**config.mk**
```make
export PLATFORM = sky130hd
export DESIGN_NAME = arb_2_1_rr
export DESIGN_NICKNAME = d
export VERILOG_FILES = /design/src/rtl/arb_pkg.sv /design/src/rtl/mux_2_1_w.sv /design/src/rtl/arb_2_1_rr.sv
export SDC_FILE = /design/constraint.sdc
export NUM_CORES = 1
export LEC_CHECK = 0
export ABC_CLOCK_PERIOD_IN_PS = 4170
export CORE_MARGIN = 2
export CORE_UTILIZATION = 40
export CTS_CLUSTER_SIZE = 40
export DETAILED_ROUTE_END_ITERATION = 8
export GPL_TIMING_DRIVEN = 0
export PLACE_DENSITY = 0.82
export SLEW_MARGIN = 20
export SYNTH_ARGS = -nofsm -noshare
export SYNTH_HDL_FRONTEND = slang
export SYNTH_SLANG_ARGS = --single-unit
```
**constraint.sdc**
```tcl
create_clock -name clk -period 4.17 [get_ports clk]
set_input_delay 0.6255 -clock clk [delete_from_list [all_inputs] [get_ports clk]]
set_output_delay 0.6255 -clock clk [all_outputs]
set_load 0.02 [all_outputs]
```
**src/rtl/arb_pkg.sv**
```systemverilog
// Shared encodings for the 2:1 round-robin arbiter: FSM state and grant vectors.
package arb_pkg;

  localparam logic [1:0] ST_IDLE = 2'd0;
  localparam logic [1:0] ST_GNT0 = 2'd1;
  localparam logic [1:0] ST_GNT1 = 2'd2;

  localparam logic [1:0] GNT_NONE = 2'b00;
  localparam logic [1:0] GNT_0    = 2'b01;
  localparam logic [1:0] GNT_1    = 2'b10;

  function automatic logic [1:0] gnt_of(input logic [1:0] st);
    case (st)
      ST_GNT0: gnt_of = GNT_0;
      ST_GNT1: gnt_of = GNT_1;
      default: gnt_of = GNT_NONE;
    endcase
  endfunction

endpackage

```
**src/rtl/mux_2_1_w.sv**
```systemverilog
// W-wide behavioural 2:1 multiplexer used as the arbiter's shared datapath.
module mux_2_1_w #(
  parameter int W = 8
) (
  output logic [W-1:0] Y,
  input  logic [W-1:0] I0,
  input  logic [W-1:0] I1,
  input  logic         S
);

  assign Y = S ? I1 : I0;

endmodule

```
**src/rtl/arb_2_1_rr.sv**
```systemverilog
// Two-source round-robin arbiter with per-grant beat limit, driving a shared 2:1 mux.
module arb_2_1_rr
  import arb_pkg::*;
#(
  parameter int W         = 8,
  parameter int MAX_BEATS = 4
) (
  input  logic         clk,
  input  logic         rst,
  input  logic [1:0]   req,
  input  logic [1:0]   last,
  input  logic [W-1:0] I0,
  input  logic [W-1:0] I1,
  output logic [1:0]   gnt,
  output logic         S,
  output logic [W-1:0] Y,
  output logic         Y_valid
);

  localparam int CW = $clog2(MAX_BEATS + 1);
  localparam logic [CW-1:0] CNT_LAST = CW'(MAX_BEATS - 1);

  logic [1:0]    state, state_n;
  logic [CW-1:0] cnt, cnt_n;
  logic          prio, prio_n;
  logic          S_n;
  logic          cur;
  logic          rel;

  // cur is the source owning the path; only meaningful in GNT0/GNT1
  assign cur = (state == ST_GNT1);
  assign rel = (req[cur] & last[cur])
             | (req[cur] & (cnt == CNT_LAST))
             | ~req[cur];

  always_comb begin
    state_n = state;
    cnt_n   = cnt;
    prio_n  = prio;
    case (state)
      ST_IDLE: begin
        cnt_n = '0;
        if (req == 2'b11)  state_n = prio ? ST_GNT1 : ST_GNT0;
        else if (req[0])   state_n = ST_GNT0;
        else if (req[1])   state_n = ST_GNT1;
      end
      ST_GNT0, ST_GNT1: begin
        if (rel) begin
          // last and forced release coinciding is a single release event
          prio_n = ~cur;
          cnt_n  = '0;
          if (req[~cur])     state_n = cur ? ST_GNT0 : ST_GNT1;
          else if (req[cur]) state_n = state;
          else               state_n = ST_IDLE;
        end else begin
          cnt_n = cnt + CW'(1);
        end
      end
      default: begin
        state_n = ST_IDLE;
        cnt_n   = '0;
      end
    endcase
  end

  always_comb begin
    S_n = S;
    if (state_n == ST_GNT0)      S_n = 1'b0;
    else if (state_n == ST_GNT1) S_n = 1'b1;
  end

  always_ff @(posedge clk) begin
    if (rst) begin
      state <= ST_IDLE;
      cnt   <= '0;
      prio  <= 1'b0;
      gnt   <= GNT_NONE;
      S     <= 1'b0;
    end else begin
      state <= state_n;
      cnt   <= cnt_n;
      prio  <= prio_n;
      gnt   <= gnt_of(state_n);
      S     <= S_n;
    end
  end

  assign Y_valid = |(gnt & req);

  mux_2_1_w #(.W(W)) u_mux (
    .Y  (Y),
    .I0 (I0),
    .I1 (I1),
    .S  (S)
  );

endmodule

```
==> results of run 1 <==
-- power breakdown --
group	total [W]	leakage [nW]	switching [W]	internal (W)
Clock	0.0000678	0.0177	0.0000324	0.0000354
Combinational	0.000381	0.312	0.000186	0.000195
Sequential	0.000134	0.0737	0.0000204	0.000114
-- area by class of cell --
| class | instances | share of cell area (%) |
|---|---|---|
| multi-input combinational | 50 | 42.5 |
| buffer | 3 | 1.49 |
| sequential | 9 | 17.9 |
| timing repair buffer | 32 | 31.8 |
| inverter | 4 | 1.49 |
| clock inverter | 1 | 0.498 |
| clock buffer | 3 | 2.24 |
| tap | 16 | 1.99 |
-- kinds of logic after synthesis --
logic type,share of synthesized area [%]
simple gates,17.6
compound gates,18.0
mux,19.6
flops,28.2
buf+inv,4.70
fa+ha+maj,11.8
-- worst max-delay path, cell delays in order --
cell	delay, ns
clkdlybuf4s50_1	0.60
a22o_1	0.17
clkdlybuf4s50_1	0.60
-- sequential cells by signal (all words and copies together), names as in the netlist --
name,count
cnt,3
gnt,2
prio,1
state,2
S,1
-- metrics by stage --
stage          total power [W]  hold WS, ns
6_report              0.000583        0.424
5_1_grt               0.000622        0.466
4_1_cts               0.000586        0.427
3_5_place_dp          0.000517        0.412
3_3_place_gp          0.000504        0.407
2_1_floorplan         0.000379        0.399
-- cells in the final DEF (no fill, tap or decap), types with 3 or more instances in the layout --
cell,n
clkdlybuf4s50_1,32
dfxtp_1,9
mux2_2,8
ha_1,6
inv_1,4
nor2_1,4
buf_2,3
nor2b_1,3
clkbuf_4,3
-- metal layers --
layer  global-route usage, %  vias up  routed length [um]
met3                    3.75        2                  78
met5                       0        -                   0
li1                        -      316                   -
met4                    10.9        0                  14
met2                    37.1       22                 980
met1                    22.3      314                 656
-- final timing paths --
check                              start      end  slack (ns)  cells past startpoint
worst min register to register    cnt[0]   cnt[0]        0.42                      1
worst max register to register  state[0]   gnt[0]        1.87                      8
worst min-delay path              cnt[0]   cnt[0]        0.42                      1
worst max-delay path              req[1]  Y_valid        1.54                      3
==> results.toml, run 1 <==
[cts]
cts_setup_buffers = 0
cts_root_buf = "clkbuf_4"
cts.sinks = 9
cts-htree-levels = 1
cts_tree = "done"
cts_buffers = 3
clock_latency_ns = 0.26
clk_pin_slew_ns = 0.07
cts_max_path_buffers = 2
post_cts_resized = 0
cts_hold_buf = 0

[placement]
hpwl_um = 1400
place_congestion = 0.772
placed_cell_area_um2 = 978
placed_cells = 114
port_buffers = 32
dpl_worst_slack_ns = 1.55

[logic_synthesis]
syn_avg_cell_area_um2 = 9.67
synth_async_sr_flop_share_pct = 0
ys.flop_type = "dfxtp_1"
ys_ff_latch = 9
synth_seq_area_share_pct = 28.2
yosys.area.top_type = "dfxtp_1"
synth_commonest_cells = "9 x dfxtp_1, 8 x mux2_2, 6 x ha_1"
synth.area.top_cells = "dfxtp_1 28%, mux2_2 14%, ha_1 12%, mux2i_1 3.1%, nor2b_1 2.9%"
syn_area_um2 = 638
synth_cells = 66
synth.most_common_cell = "dfxtp_1"
yosys_warnings = 0
yosysUniqueCellTypes = 32
synth_nets = 94
synth_top_area_share_pct = 28.2
synth_edf_count = 0

[sta]
setup_viol_count_final = 0
slew_headroom_pct = 62.6
tightest_slew_ns = 0.556
tns_ns = 0
layout_setup_ws_ns = 1.54
fin_crit_sh_pct = 63.0
timing.final.max_slew_violations = 0
max_freq_mhz = 381
period_needed_ns = 2.63
rsz0062_at_grt = "false"
finalClockSkew_ns = 0.00357
final_hold_viol_count = 0

[worst_setup_path]
required_ns = 3.54
endpoint_kind = "output pin"
path_max_fanout = 7
worst_setup_path_start_kind = "primary input"
critical_path_class = "primary input to output pin"
cp.arrival_ns = 2.00

[routing]
ant_nets = 0
drt_iter0_drc = 19
firstDrtPassIters = 4
drc = 0
vias_per_cell = 5.54
wl_um = 1730
vias = 654
wl_per_cell_um = 14.7

[power_and_ir_drop]
total_leakage_power_nw = 0.403
cellPowerDensity_mw_per_mm2 = 580
vdd_drop_max_v = 0.000373

[final_layout]
diodes = 0
fin_cells = 118
area_growth_pct = 57.6
regArea_um2 = 180
final_util_pct = 66.8
drive_gt1_share_pct = 18.6
fill_cells = 127
stdcell_area_mm2 = 0.00101
multiInputGateArea_um2 = 428
fin_nets = 131

[global_routing]
grt_pass1_vias = 688
grt_use_total_pct = 20.5
grt_pass1_wl_um = 2940
grt_max_degree = 11
grt-ovfl-total = 0
antenna_found_initial = 0

[floorplanning]
start_util_pct = 42.4
die_area_mm2 = 0.00193
num_io_pins = 34
die_y_um = 43.9
floorplan.die.width_um = 43.9
std_cell_rows = 14
core_region_area_mm2 = 0.00151

[flow_run]
maxCapViolations = 0

[outcome]
status = "finished, final reports clean"

[hold_path]
holdCritPathClass = "register to register"
No activity file was read; power rests on OpenSTA's default activity.
==> run 2, diff against run 1 <==
ABC_CLOCK_PERIOD_IN_PS = 2110   (was 4170)
CORE_UTILIZATION = 34   (was 40)
PLACE_DENSITY = 0.74   (was 0.82)
clock period = 2.11 ns   (was 4.17 ns; I/O delays follow)
==> run 2 against run 1 <==
Via count fell by 4.6%. Sequential power rose by 110%. Count of clock-buffer cells in the layout did not move. Flip-flop and latch count did not move. Critical endpoint is now gnt[0]. Global-route usage fell by 5.3 points. Setup slack got worse by 1.5 ns. Routed wire length rose by 6.7%. Critical path type is now register to register. Die area rose by 16%. Combinational power rose by 130%. Clock skew fell by 0.0034 ns. Final cell count rose by 8.5%. Clock power rose by 93%.
==> results.toml, run 2 (same netlist as run 1, synthesis figures left out) <==
[worst_setup_path]
crit_end = "gnt[0]"
crit_start = "state[0]"
r2r_start = "state[0]"
required_ns = 2.27
worst_setup_path_start_kind = "register"
critical_path_class = "register to register"
path_max_fanout = 6
endpoint_kind = "register"
r2r_end = "gnt[0]"
reg2reg_depth = 8
r2r_setup_slack_ns = 0.05
cp.arrival_ns = 2.22

[final_layout]
final_common_cell = "clkdlybuf4s50_1"
final_util_pct = 63.3
regMostFlops = "cnt"
layout_common_cells = "32 x clkdlybuf4s50_1, 8 x mux2_2, 7 x dfxtp_1"
area_growth_pct = 73.1
fin_nets = 132
diodes = 0
drive_gt1_share_pct = 27.2
reg_top3 = "cnt (3), gnt (2), state (2)"
largest_reg_flops = 3

[outcome]
status = "finished, final reports clean"

[sta]
tns_ns = 0
fin_crit_sh_pct = 97.7
period_needed_ns = 2.06
setup_viol_count_final = 0
tightest_slew_ns = 0.782
finalClockSkew_ns = 0.000137
max_freq_mhz = 485
final_hold_viol_count = 0
timing.final.max_slew_violations = 0
slew_headroom_pct = 47.4

[hold_path]
holdCritPathClass = "register to register"
min_from = "cnt[0]"

[power_and_ir_drop]
vdd_drop_max_v = 0.000614
total_leakage_power_nw = 0.419
total_power_w = 0.00130
cellPowerDensity_mw_per_mm2 = 1180

[cts]
cts_buffers = 3
cts_root_buf = "clkbuf_4"
clock_latency_ns = 0.26
cts-htree-levels = 1
cts_max_path_buffers = 2
clk_pin_slew_ns = 0.06
cts_tree = "done"
cts.sinks = 9

[global_routing]
antenna_found_initial = 0
grt_max_degree = 11
grt-ovfl-total = 0
grt_pass1_vias = 563
grt_use_total_pct = 15.2
grt_pass1_wl_um = 2440

[placement]
place_congestion = 0.779
port_buffers = 32
hpwl_um = 1320

[routing]
ant_nets = 0
vias = 624
wl_um = 1840
firstDrtPassIters = 3
vias_per_cell = 4.88
wl_per_cell_um = 14.4
drt_iter0_drc = 11
drc = 0

[flow_run]
maxCapViolations = 0

[floorplanning]
die_y_um = 47.3
std_cell_rows = 15
floorplan.die.width_um = 47.3
start_util_pct = 36.6
num_io_pins = 34
die_area_mm2 = 0.00224
core_region_area_mm2 = 0.00175
[run 2: cell types whose count changed in the layout (fill, tap and decap cells not counted), moves of 2 or more]
cell | before | now
dfxtp_4 | 0 | 2
dfxtp_1 | 9 | 7
ha_1 | 6 | 4
buf_2 | 3 | 1
[run 2: layout make-up]
class / instances / area [um2]
inverters: 4 / 17.5
well taps: 25 / 31.3
multi-input cells: 50 / 489
plain buffers: 3 / 23.8
fillers: 160 / 641
clock inverters: 1 / 5.00
clock buffers: 3 / 22.5
flip-flops and latches: 9 / 188
repair buffers: 33 / 328
[run 2: per-stage QoR]
stage / instance area, um2 / hold WS (ns) / instances / setup WS [ns]
floorplan: 638 / 0.386 / 66 / 0.0730
finish: 1100 / 0.418 / 128 / 0.0488
global placement: 990 / 0.407 / 123 / -0.148
global route: 1100 / 0.455 / 128 / -0.0226
detailed placement: 990 / 0.413 / 123 / -0.179
CTS: 1040 / 0.422 / 127 / 0.0120
[run 2: critical path, stage by stage (launching register included)]
cell and delay [ns]:
dfxtp_4 0.36, inv_4 0.07, ha_4 0.17, mux2_4 0.32
or3_1 0.33, buf_6 0.16, a211oi_4 0.28, nor3_1 0.09
and2_1 0.16
[run 2: worst min-delay path by stage]
| stage | to | cells after the start |
|---|---|---|
| final | cnt[0] | 1 |
| after global routing | cnt[0] | 1 |
| after global placement | cnt[0] | 1 |
| after CTS | cnt[0] | 1 |
| after floorplan | S | 1 |
| after detailed placement | cnt[0] | 1 |
[run 2: power by group]
group,internal (W),leakage [nW],switching [W]
Combinational,0.000451,0.326,0.000430
Clock,0.0000699,0.0177,0.0000612
Sequential,0.000235,0.0749,0.0000525
Total,0.000756,0.419,0.000544
[run 2: repair_timing]
item | 4_1_cts | 5_1_grt
hold buffers | 0 | 0
setup endpoints to repair | 8 | 8
pin swaps | 0 | 1
gates resized for setup | 5 | 14
buffers inserted | 0 | 1
[run 2: routing by layer]
metal	track usage [%]	wire, um	up-vias
met5	0	0	-
met1	22.7	828	299
met3	1.15	34	0
met4	6.67	0	0
met2	22.2	981	9
li1	-	-	316
==> run 3, diff against run 2 <==
--- a/config.mk
+++ b/config.mk
@@ -7,3 +7,3 @@
 export LEC_CHECK = 0
-export ABC_CLOCK_PERIOD_IN_PS = 2110
+export CAP_MARGIN = 15
 export CORE_MARGIN = 2
==> constraint.sdc (replaced) <==
create_clock -name clk -period 2.11 [get_ports clk]
set_input_delay 0.422 -clock clk [delete_from_list [all_inputs] [get_ports clk]]
set_output_delay 0.422 -clock clk [all_outputs]
set_load 0.02 [all_outputs]
==> run 3 against run 2 <==
Critical path depth unchanged. Utilization is 1.2 points higher. Total power is 1.3% lower. Hold slack is essentially flat. Sequential share of layout area down 0.32 points. Via count fell by 0.32%. Combinational power shrank 2%. Clock power is essentially flat. Die area did not move. Register-to-register slack about the same. Count of clock-buffer cells in the layout is the same. Sequential power about the same. Critical endpoint unchanged. Largest power group unchanged.
==> results.toml, run 3 (same netlist as run 1, synthesis figures left out) <==
[routing]
vias = 622
firstDrtPassIters = 4
wl_per_cell_um = 14.8
vias_per_cell = 4.86
wl_um = 1890
drt_iter0_drc = 8
drc = 0
ant_nets = 0

[power_and_ir_drop]
vdd_drop_max_v = 0.000612
cellPowerDensity_mw_per_mm2 = 1140
total_power_w = 0.00128
total_leakage_power_nw = 0.505

[floorplanning]
start_util_pct = 36.6
die_y_um = 47.3
floorplan.die.width_um = 47.3
die_area_mm2 = 0.00224
num_io_pins = 34
std_cell_rows = 15
core_region_area_mm2 = 0.00175

[final_layout]
multiInputGateArea_um2 = 489
largest_reg_flops = 3
reg_top3 = "cnt (3), gnt (2), state (2)"
regArea_um2 = 188
fin_nets = 132
stdcell_area_mm2 = 0.00113
layout_common_cells = "22 x clkdlybuf4s50_1, 9 x dlymetal6s2s_1, 8 x mux2_2"
fin_cells = 128
fill_cells = 157
final_common_cell = "clkdlybuf4s50_1"
area_growth_pct = 76.5
diodes = 0
regMostFlops = "cnt"
drive_gt1_share_pct = 27.2

[placement]
place_congestion = 0.779
hpwl_um = 1320
placed_cells = 123
port_buffers = 32
placed_cell_area_um2 = 990

[sta]
finalClockSkew_ns = 0.000285
max_freq_mhz = 487
slew_headroom_pct = 50.3
timing.final.max_slew_violations = 0
final_hold_viol_count = 0
fin_crit_sh_pct = 97.4
setup_viol_count_final = 0
period_needed_ns = 2.06
tightest_slew_ns = 0.738

[worst_setup_path]
reg2reg_depth = 8
worst_setup_path_start_kind = "register"
cp.arrival_ns = 2.21
path_max_fanout = 6
endpoint_kind = "register"
required_ns = 2.27
critical_path_class = "register to register"

[hold_path]
holdCritPathClass = "register to register"
whs_path_depth = 1

[global_routing]
grt_use_total_pct = 15.2
antenna_found_initial = 0
grt_max_degree = 11
grt_pass1_vias = 563
grt_pass1_wl_um = 2440
grt-ovfl-total = 0

[cts]
cts_hold_buf = 0
cts_max_path_buffers = 2
cts_root_buf = "clkbuf_4"
cts.sinks = 9
cts_buffers = 3
clock_latency_ns = 0.26
cts-htree-levels = 1
cts_tree = "done"
clk_pin_slew_ns = 0.06

[flow_run]
maxCapViolations = 0

[outcome]
status = "finished, final reports clean"
## run 3: changes by cell type in the layout (fill, tap and decap cells not counted)
cell             previous run  this run
clkdlybuf4s50_1            32        22
dlymetal6s2s_1              0         9
buf_4                       1         2
clkbuf_4                    4         3
dlygate4sd2_1               0         1
## run 3: layer usage
layer  up-vias  GRT usage (%)  share of wire [%]
met2         9           22.2                 54
met3         0           1.15                1.9
met5         -              0                  0
met1       297           22.7                 44
li1        316              -                  -
met4         0           6.67                  0
## run 3: layout make-up
type                    instances  share of cell area (%)
multi-input cells              50                    43.4
repair buffers                 33                    31.0
flip-flops and latches          9                    16.7
well taps                      25                    2.78
plain buffers                   3                    2.11
clock buffers                   3                    2.00
inverters                       4                    1.56
clock inverters                 1                   0.444
## run 3: per-stage QoR
| stage | hold WS [ns] | worst slack, ns | util (%) | setup TNS, ns |
|---|---|---|---|---|
| 4_1_cts | 0.422 | 0.00896 | 59.5 | 0 |
| 3_5_place_dp | 0.413 | -0.284 | 56.7 | -1.51 |
| 3_3_place_gp | 0.407 | -0.254 | 56.7 | -1.33 |
| 5_1_grt | 0.455 | -0.0249 | 64.5 | -0.0429 |
| 2_1_floorplan | 0.399 | 0.0730 | - | 0 |
| 6_report | 0.418 | 0.0547 | 64.5 | 0 |
## run 3: worst max-delay path: stages (launching register included)
cell and delay [ns]:
dfxtp_4 0.36, inv_4 0.07, ha_4 0.17, mux2_4 0.32
or3_1 0.33, buf_6 0.15, a211oi_4 0.28, nor3_1 0.09
and2_1 0.16
## run 3: final timing paths
path / from / end / slack [ns]
hold reg to reg: cnt[0] / cnt[0] / 0.42
setup / recovery: state[0] / gnt[0] / 0.05
setup reg to reg: state[0] / gnt[0] / 0.05
hold / removal: cnt[0] / cnt[0] / 0.42
## run 3: repair_timing
item	in CTS	in global routing
gates cloned	0	0
resized for setup	7	22
endpoints found under the setup margin	17	15
setup buffers	0	1
pin swaps	0	1
## run 3: where the power goes
group	leakage, nW	switching [W]	internal (W)	total, W
Combinational	0.413	0.000427	0.000437	0.000865
Clock	0.0177	0.0000614	0.0000699	0.000131
Sequential	0.0749	0.0000524	0.000235	0.000288
Total	0.505	0.000541	0.000743	0.00128
